===== src/rtl/round_robin_arbiter_pkg.sv =====
// rtl/round_robin_arbiter_pkg.sv - shared typedefs for the request arbitration pipeline
package round_robin_arbiter_pkg;

    // Arbiter control state: either no grant is outstanding or exactly one is held.
    typedef enum logic {
        IDLE    = 1'b0,
        GRANTED = 1'b1
    } arb_state_e;

    // Per-stage pipeline control carried alongside selected data.
    typedef struct packed {
        logic valid;
        logic flush;
    } pipe_ctrl_t;

endpackage


===== src/rtl/rr_priority_encoder.sv =====
// rtl/rr_priority_encoder.sv - rotating first-set-bit search starting at a pointer
module rr_priority_encoder
    import round_robin_arbiter_pkg::*;
#(
    parameter int REQ_NUM     = 5,
    parameter int INDEX_WIDTH = $clog2(REQ_NUM)
) (
    input  logic [REQ_NUM-1:0]     req,
    input  logic [INDEX_WIDTH-1:0] ptr,
    input  logic [REQ_NUM-1:0]     mask,
    output logic [REQ_NUM-1:0]     onehot,
    output logic [INDEX_WIDTH-1:0] index,
    output logic                   found
);

    logic [REQ_NUM-1:0]     eligible;
    int                     pos;
    logic [INDEX_WIDTH-1:0] pos_idx;

    assign eligible = req & ~mask;

    // Walk ptr, ptr+1, ... modulo REQ_NUM and keep the first eligible requester.
    always_comb begin
        onehot  = '0;
        index   = '0;
        found   = 1'b0;
        pos     = 0;
        pos_idx = '0;
        for (int i = 0; i < REQ_NUM; i++) begin
            pos = int'(ptr) + i;
            if (pos >= REQ_NUM) begin
                pos = pos - REQ_NUM;
            end
            pos_idx = INDEX_WIDTH'(pos);
            if (!found && eligible[pos_idx]) begin
                found           = 1'b1;
                onehot[pos_idx] = 1'b1;
                index           = pos_idx;
            end
        end
    end

endmodule


===== src/rtl/round_robin_arbiter.sv =====
// rtl/round_robin_arbiter.sv - registered one-hot round-robin arbiter with accept/flush
module round_robin_arbiter
    import round_robin_arbiter_pkg::*;
#(
    parameter int REQ_NUM     = 5,
    parameter int INDEX_WIDTH = $clog2(REQ_NUM)
) (
    input  logic                   clk,
    input  logic                   rst,
    input  logic [REQ_NUM-1:0]     req_in,
    input  logic                   flush_in,
    input  logic                   accept_in,
    output logic [REQ_NUM-1:0]     grant_out,
    output logic                   grant_valid_out,
    output logic [INDEX_WIDTH-1:0] grant_index_out,
    output logic [REQ_NUM-1:0]     ack_out
);

    arb_state_e             state_q, state_d;
    logic [REQ_NUM-1:0]     grant_q, grant_d;
    logic [INDEX_WIDTH-1:0] index_q, index_d;
    logic [INDEX_WIDTH-1:0] ptr_q, ptr_d;

    logic                   accept_hit;
    logic [INDEX_WIDTH-1:0] ptr_after_accept;
    logic [INDEX_WIDTH-1:0] enc_ptr;
    logic [REQ_NUM-1:0]     enc_mask;
    logic [REQ_NUM-1:0]     enc_onehot;
    logic [INDEX_WIDTH-1:0] enc_index;
    logic                   enc_found;

    // An accept only means something while a grant is actually held.
    assign accept_hit       = (state_q == GRANTED) && accept_in;
    assign ptr_after_accept = (index_q == INDEX_WIDTH'(REQ_NUM - 1)) ? '0
                                                                    : index_q + INDEX_WIDTH'(1);
    // On the accept edge search starts just past the winner and the winner is masked,
    // so the next grant is issued back-to-back without an idle cycle.
    assign enc_ptr          = accept_hit ? ptr_after_accept : ptr_q;
    assign enc_mask         = accept_hit ? grant_q : '0;

    rr_priority_encoder #(
        .REQ_NUM     (REQ_NUM),
        .INDEX_WIDTH (INDEX_WIDTH)
    ) u_encoder (
        .req    (req_in),
        .ptr    (enc_ptr),
        .mask   (enc_mask),
        .onehot (enc_onehot),
        .index  (enc_index),
        .found  (enc_found)
    );

    // State register: grant, its index, and the priority pointer.
    always_ff @(posedge clk or posedge rst) begin
        if (rst) begin
            state_q <= IDLE;
            grant_q <= '0;
            index_q <= '0;
            ptr_q   <= '0;
        end else begin
            state_q <= state_d;
            grant_q <= grant_d;
            index_q <= index_d;
            ptr_q   <= ptr_d;
        end
    end

    // Next-state logic: flush drops the grant outright but still lets an accept move ptr.
    always_comb begin
        state_d = state_q;
        grant_d = grant_q;
        index_d = index_q;
        ptr_d   = ptr_q;
        if (accept_hit) begin
            ptr_d = ptr_after_accept;
        end
        if (flush_in) begin
            state_d = IDLE;
            grant_d = '0;
            index_d = '0;
        end else begin
            case (state_q)
                IDLE: begin
                    if (enc_found) begin
                        state_d = GRANTED;
                        grant_d = enc_onehot;
                        index_d = enc_index;
                    end
                end
                GRANTED: begin
                    if (accept_in) begin
                        if (enc_found) begin
                            grant_d = enc_onehot;
                            index_d = enc_index;
                        end else begin
                            state_d = IDLE;
                            grant_d = '0;
                            index_d = '0;
                        end
                    end
                end
                default: begin
                    state_d = IDLE;
                    grant_d = '0;
                    index_d = '0;
                end
            endcase
        end
    end

    // Outputs: everything but ack comes straight from registers; ack ignores flush.
    always_comb begin
        grant_out       = grant_q;
        grant_valid_out = |grant_q;
        grant_index_out = index_q;
        ack_out         = grant_q & {REQ_NUM{accept_in}};
    end

endmodule


===== config.mk =====
export PLATFORM = sky130hd
export DESIGN_NAME = round_robin_arbiter
export DESIGN_NICKNAME = d
export VERILOG_FILES = /design/src/rtl/round_robin_arbiter_pkg.sv /design/src/rtl/rr_priority_encoder.sv /design/src/rtl/round_robin_arbiter.sv
export SDC_FILE = /design/constraint.sdc
export NUM_CORES = 1
export LEC_CHECK = 0
export ABC_AREA = 0
export CORE_MARGIN = 5
export CORE_UTILIZATION = 30
export CTS_BUF_LIST = sky130_fd_sc_hd__clkbuf_4
export CTS_CLUSTER_DIAMETER = 50
export CTS_CLUSTER_SIZE = 30
export DETAILED_ROUTE_END_ITERATION = 7
export HOLD_SLACK_MARGIN = 0.08
export PLACE_DENSITY = 0.51
export SYNTH_ARGS = -nofsm -noshare
export SYNTH_HDL_FRONTEND = slang
export SYNTH_HIERARCHICAL = 1
export SYNTH_SLANG_ARGS = --single-unit

===== constraint.sdc =====
create_clock -name clk -period 7.5 [get_ports clk]
set_input_delay 1.5 -clock clk [delete_from_list [all_inputs] [get_ports clk]]
set_output_delay 1.5 -clock clk [all_outputs]
set_load 0.03 [all_outputs]

==> run summary, run 1 <==
Outcome -> finished, final reports clean
Post-route minimum period -> 6.03 ns
Synthesized flop and latch total -> 12
Slew Viols, Final -> 0
Accumulated negative setup slack -> 0 ns
PostCTS Resize Cnt -> 0
Cell Area, Synth -> 2170 um^2
FFs w/ async S/R, synth -> 100%
Synthesized area per cell -> 8.09 um^2
CTS H-tree depth -> 1
Slew at the pin with the worst max-slew slack -> 0.549 ns
Setup repair after global routing missed its margin -> false
HP Class -> reg2reg
Floorplan row count -> 31
Clock Path Buffers -> 2
WP data arrival -> 6.20 ns
CTS buffer count -> 3
Skew final -> 0.00506 ns
Clk_lat worst skew -> 0.27 ns
Max-cap violations -> 0
Yosys cell types -> 78
EDFF count, synth -> 0
DRT Pass-1 Iters -> 4
Detailed Place HPWL -> 5310 um
Number of vias per cell -> 5.78
Initial antenna violation count -> 0
Final WS setup -> 1.47 ns
Clock sink count -> 12
Final instance area -> 2480 um^2
Final-report hold violation count -> 0
Drt drc -> 0
WL final -> 6780 um
Crit Path Category -> in2reg
Final #Nets -> 307
Hold buffer count at cts -> 0
Req. time, crit path -> 7.67 ns
Total GRT Usage -> 15.6%
Die area -> 9030 um^2
Antenna-violating nets left -> 0
Worst slack at placement -> 1.25 ns
Via count -> 2215
Postcts setup bufs -> 0
Placed cell area -> 2450 um^2
First-pass GRT wire length -> 11200 um
Starting Density -> 30.4%
Max Fclk -> 0.166 GHz
IO Count -> 23
CP endpoint kind -> flop
Sequential share of the synthesized area -> 13.8%
GRT Residual Overflow -> 0
Slew margin rel. -> 63.0%
Vert. Die Dim -> 95.0 um
Crit start category -> primary input
Drt initial violations -> 250
Syn_nets -> 289
N_diodes -> 0
Post-synth top flop -> dfrtp_1
WL per Instance -> 17.7 um
Routability congestion estimate -> 0.927
Layout cells sized above 1 -> 10.2%
Final Cycle Share -> 80.4%
Core Region -> 7140 um^2
Yosys warns -> 6
Root buf cell -> clkbuf_4
Endpoints failing setup -> 0
CTS tree -> yes
Crit path max fanout -> 26
Die W -> 95.0 um
Mapped Cells -> 268
CTS clk-pin slew, worst paths -> 0.07 ns
# port buffers -> 22
Largest net degree at the start of global routing -> 27
Vias in the first global route -> 2180
Synth-to-Final Area Change -> 14.2%
layout by cell type (no fill, tap or decap), types with 2 or more instances in the layout:
cell,instances
clkdlybuf4s50_1,22
inv_1,12
nor2_1,11
and3_1,8
dfrtp_1,12
a21o_1,2
nor2b_1,8
nor4_1,2
o221ai_2,2
nand4_1,6
nand4bb_1,2
a21oi_1,15
or2_2,2
o221a_1,2
xnor2_1,3
a221oi_1,2
nand3_1,6
nand2b_1,24
and2_1,5
mux2i_1,14
a21oi_2,2
o22ai_1,2
buf_4,3
a41oi_1,2
o21a_1,5
o32ai_1,8
mux2_2,2
o31ai_1,2
ha_1,11
o211ai_2,2
nor3_1,12
o21ai_0,5
and2b_1,2
nand2_1,16
clkbuf_4,3
o21ba_2,2
o211ai_1,6
kinds of logic after synthesis:
family | Yosys count | synth area share (%)
compound gates | 83 | 31.7
xor+xnor | 4 | 1.96
fa+ha+maj | 12 | 7.27
buf+inv | 25 | 6.00
flops | 12 | 13.8
mux | 18 | 8.83
simple gates | 114 | 30.4
routing by layer:
layer	GRT usage [%]	part of all wire [%]	vias to the layer above
met5	0	0	-
li1	-	-	1066
met1	21.7	46	1054
met2	25.4	46	78
met4	4.45	2.8	0
met3	1.82	5.0	17
registers in the layout, summed over array words and instances (netlist names):
name	flops
state_q	1
grant_out	5
ptr_q	3
grant_index_out	3
through the flow:
step	std cells	util, %	hold slack (ns)
after floorplan	268	-	0.548
after global placement	380	34.4	0.631
after detailed placement	380	34.4	0.627
after CTS	383	34.7	0.638
after global routing	383	34.7	0.670
final	383	34.7	0.635
cell type report:
| type | instances | area (um^2) |
|---|---|---|
| multi-input cells | 231 | 1740 |
| clock buffers | 3 | 22.5 |
| fillers | 768 | 4660 |
| well taps | 99 | 124 |
| inverters | 13 | 48.8 |
| flip-flops and latches | 12 | 300 |
| repair buffers | 25 | 243 |
synthesized netlist by cell type (all sizes together) (3+ instances only):
cell type	instances	area share (%)
a2111oi	3	2.1
a21oi	17	4.3
and2	5	1.4
and3	9	2.7
buf	9	3.2
clkbuf	3	0.58
dfrtp	12	14
ha	11	6.3
inv	13	2.3
mux2	3	1.7
mux2i	15	7.1
nand2	16	2.8
nand2b	24	6.9
nand3	6	1.4
nand4	6	1.7
nor2	11	1.9
nor2b	9	2.7
nor3	12	2.8
o211ai	8	3.2
o21a	5	1.7
o21ai	6	1.4
o221ai	3	1.8
o32ai	8	3.2
or2	3	0.87
xnor2	4	2.0
path summary, 6_finish.rpt:
path / cells past startpoint / slack, ns / startpoint / end
min in group asynchronous: 2 / 1.53 / rst / ptr_q[2]$_DFF_PP0_
worst min register to register: 2 / 0.64 / grant_out[0]$_DFFE_PP0P_ / grant_out[0]$_DFFE_PP0P_
worst min-delay path: 2 / 0.64 / grant_out[0]$_DFFE_PP0P_ / grant_out[0]$_DFFE_PP0P_
worst max-delay path: 17 / 1.47 / accept_in / grant_out[0]$_DFFE_PP0P_
max in group asynchronous: 2 / 5.64 / rst / grant_index_out[2]$_DFFE_PP0P_
worst max register to register: 15 / 2.72 / state_q$_DFF_PP0_ / grant_out[0]$_DFFE_PP0P_
critical path: stages:
cell,delay [ns]
clkdlybuf4s50_1,0.45
buf_4,0.19
nand2_1,0.10
mux2_2,0.48
inv_1,0.27
ha_1,0.20
inv_1,0.05
fa_1,0.44
a21oi_2,0.39
mux2i_1,0.44
mux2i_1,0.27
o21ai_0,0.23
a2111oi_1,0.53
a221oi_1,0.20
o311ai_1,0.13
nand2b_1,0.10
o32ai_1,0.23
Power of run 1 is left out: the tool's default activity adds up to more than one toggle a clock period on the data nets, which glitch-free logic cannot reach.
==> run 2, diff against run 1 <==
Settings changed: PLACE_DENSITY 0.51 to 0.52.
Clock period 7.5 ns to 5 ns, I/O delays scaled along.
==> run 2 against run 1 <==
Final cell count rose by 7.0%. Register-to-register slack lost 2.0 ns. Core utilization grew 2.9 points. Critical path depth unchanged. Clock-buffer cell count stayed put. Worst setup slack got worse by 1.2 ns. Hold slack worse by 0.018 ns. Flip-flop and latch count is the same. Highest routed layer unchanged.
==> run summary, run 2 (synthesis gave the netlist of run 1 again) <==
Outcome -> finished, final reports clean
Clock sink count -> 12 (unchanged)
Layout cells sized above 1 -> 18.0% (+7.8 points)
IO Count -> 23 (unchanged)
Endpoints failing setup -> 0 (unchanged)
Post-route minimum period -> 4.71 ns
WP data arrival -> 4.90 ns (-1.30 ns)
Placed cell area -> 2650 um^2 (+8.0%)
WL final -> 6920 um (+2.2%)
Crit Reg-Reg Endpoint -> grant_out[0]$_DFFE_PP0P_
Via count -> 2313 (+4.4%)
Worst Hold Path EP -> grant_out[0]$_DFFE_PP0P_
Clk_lat worst skew -> 0.28 ns (about the same)
Drt initial violations -> 239 (-4.4%)
Final instance area -> 2680 um^2 (+8.2%)
Antenna-violating nets left -> 0 (unchanged)
CTS buffer count -> 3 (unchanged)
Number of vias per cell -> 5.64 (-2.5%)
Floorplan row count -> 31 (unchanged)
N_diodes -> 0 (unchanged)
Setup repair after global routing missed its margin -> false
Clock Path Buffers -> 2 (unchanged)
CTS clk-pin slew, worst paths -> 0.09 ns (+0.02 ns)
Most common cell after layout, fill and taps aside -> buf_4
Reg2reg start -> grant_index_out[0]$_DFFE_PP0P_
Vert. Die Dim -> 95.0 um (unchanged)
Max Fclk -> 0.212 GHz
Crit Path Category -> in2reg
WL per Instance -> 16.9 um (-4.5%)
Core Region -> 7140 um^2 (unchanged)
Req. time, crit path -> 5.19 ns (-2.48 ns)
Hold buffer count at cts -> 0 (unchanged)
Starting Density -> 30.4% (unchanged)
Final #Nets -> 333 (+8.5%)
CTS tree -> yes
R2r setup slk -> 0.72 ns (-2.00 ns)
Routability congestion estimate -> 0.997 (+7.5%)
Largest net degree at the start of global routing -> 20 (-26%)
Accumulated negative setup slack -> 0 ns (unchanged)
Synth-to-Final Area Change -> 23.6%
Core Util, Final -> 37.6% (+2.9 points)
R2R cell count -> 17 (+2)
Vias in the first global route -> 2218 (+1.7%)
Root buf cell -> clkbuf_4
GRT Residual Overflow -> 0 (unchanged)
CTS H-tree depth -> 1 (unchanged)
Skew final -> 0.0123 ns (+0.00727 ns)
Die area -> 9030 um^2 (unchanged)
Slew at the pin with the worst max-slew slack -> 0.484 ns (-0.0656 ns)
Hold depth -> 2 (unchanged)
Initial antenna violation count -> 0 (unchanged)
Hold Path Origin -> grant_out[0]$_DFFE_PP0P_
Die W -> 95.0 um (unchanged)
Slew margin rel. -> 67.7% (+4.7 points)
# port buffers -> 22 (unchanged)
Total GRT Usage -> 15.7% (+0.12 points)
Drt drc -> 0 (unchanged)
Max reg flops -> 5 (unchanged)
Worst slack at placement -> 0.0222 ns (-1.23 ns)
First-pass GRT wire length -> 11400 um (+1.8%)
Max-cap violations -> 0 (unchanged)
Crit path max fanout -> 7 (-73%)
Crit start category -> primary input
Detailed Place HPWL -> 5560 um (+4.7%)
Final WS setup -> 0.287 ns (-1.18 ns)
Slew Viols, Final -> 0 (unchanged)
Most frequent cells in the layout -> 29 x buf_4, 24 x nand2b_1, 22 x clkdlybuf4s50_1
CP endpoint kind -> flop
Final-report hold violation count -> 0 (unchanged)
HP Class -> reg2reg
Final Cycle Share -> 94.3%
DRT Pass-1 Iters -> 5 (+1)
run 2: cell count changes in the layout (fill, tap and decap cells not counted):
cell,before,now
buf_4,3,29
a2111oi_2,0,1
clkinv_1,0,1
a2111oi_1,1,0
run 2: cell type report:
cell class	count	area, um^2
inverter	13	48.8
multi-input combinational	231	1740
clock buffer	3	22.5
clock inverter	1	3.75
fill	749	4460
sequential	12	300
timing repair buffer	51	438
tap	99	124
run 2: critical path: stages:
cell             delay, ns
clkdlybuf4s50_1       0.47
nand2_1               0.12
mux2_2                0.35
inv_1                 0.18
ha_1                  0.18
inv_1                 0.05
fa_1                  0.44
a21oi_2               0.20
buf_4                 0.18
mux2i_1               0.21
o32ai_1               0.13
o21a_1                0.20
nor3b_2               0.42
nand2_1               0.13
o311ai_1              0.33
nand2b_1              0.10
o32ai_1               0.21
run 2: metrics by stage:
step / instances / hold WS [ns]
4_1_cts: 410 / 0.614
3_3_place_gp: 406 / 0.610
5_1_grt: 410 / 0.641
6_report: 410 / 0.618
2_1_floorplan: 268 / 0.548
3_5_place_dp: 406 / 0.597
run 2: what timing repair did:
action / in CTS / in global routing
setup buffers: 0 / 0
hold endpoints to repair: 0 / 0
gates resized for setup: 0 / 1
setup endpoints to repair: 0 / 1
run 2: worst max path at each step:
stage                                      to                            from  slack, ns
5_1_grt              grant_out[0]$_DFFE_PP0P_                       accept_in      0.009
4_1_cts              grant_out[0]$_DFFE_PP0P_                       accept_in       0.33
3_3_place_gp         grant_out[0]$_DFFE_PP0P_                       accept_in       0.08
6_report             grant_out[0]$_DFFE_PP0P_                       accept_in       0.29
3_5_place_dp         grant_out[0]$_DFFE_PP0P_                       accept_in       0.02
2_1_floorplan  grant_index_out[1]$_DFFE_PP0P_  grant_index_out[0]$_DFFE_PP0P_       0.52
run 2: routing by layer:
layer	up-vias	global-route usage, %	routed length (um)
met2	96	24.4	3170
met3	25	2.45	395
met1	1069	22.1	3130
li1	1123	-	-
met5	-	0	0
met4	0	5.41	227
Power of run 2 is left out for the same reason.
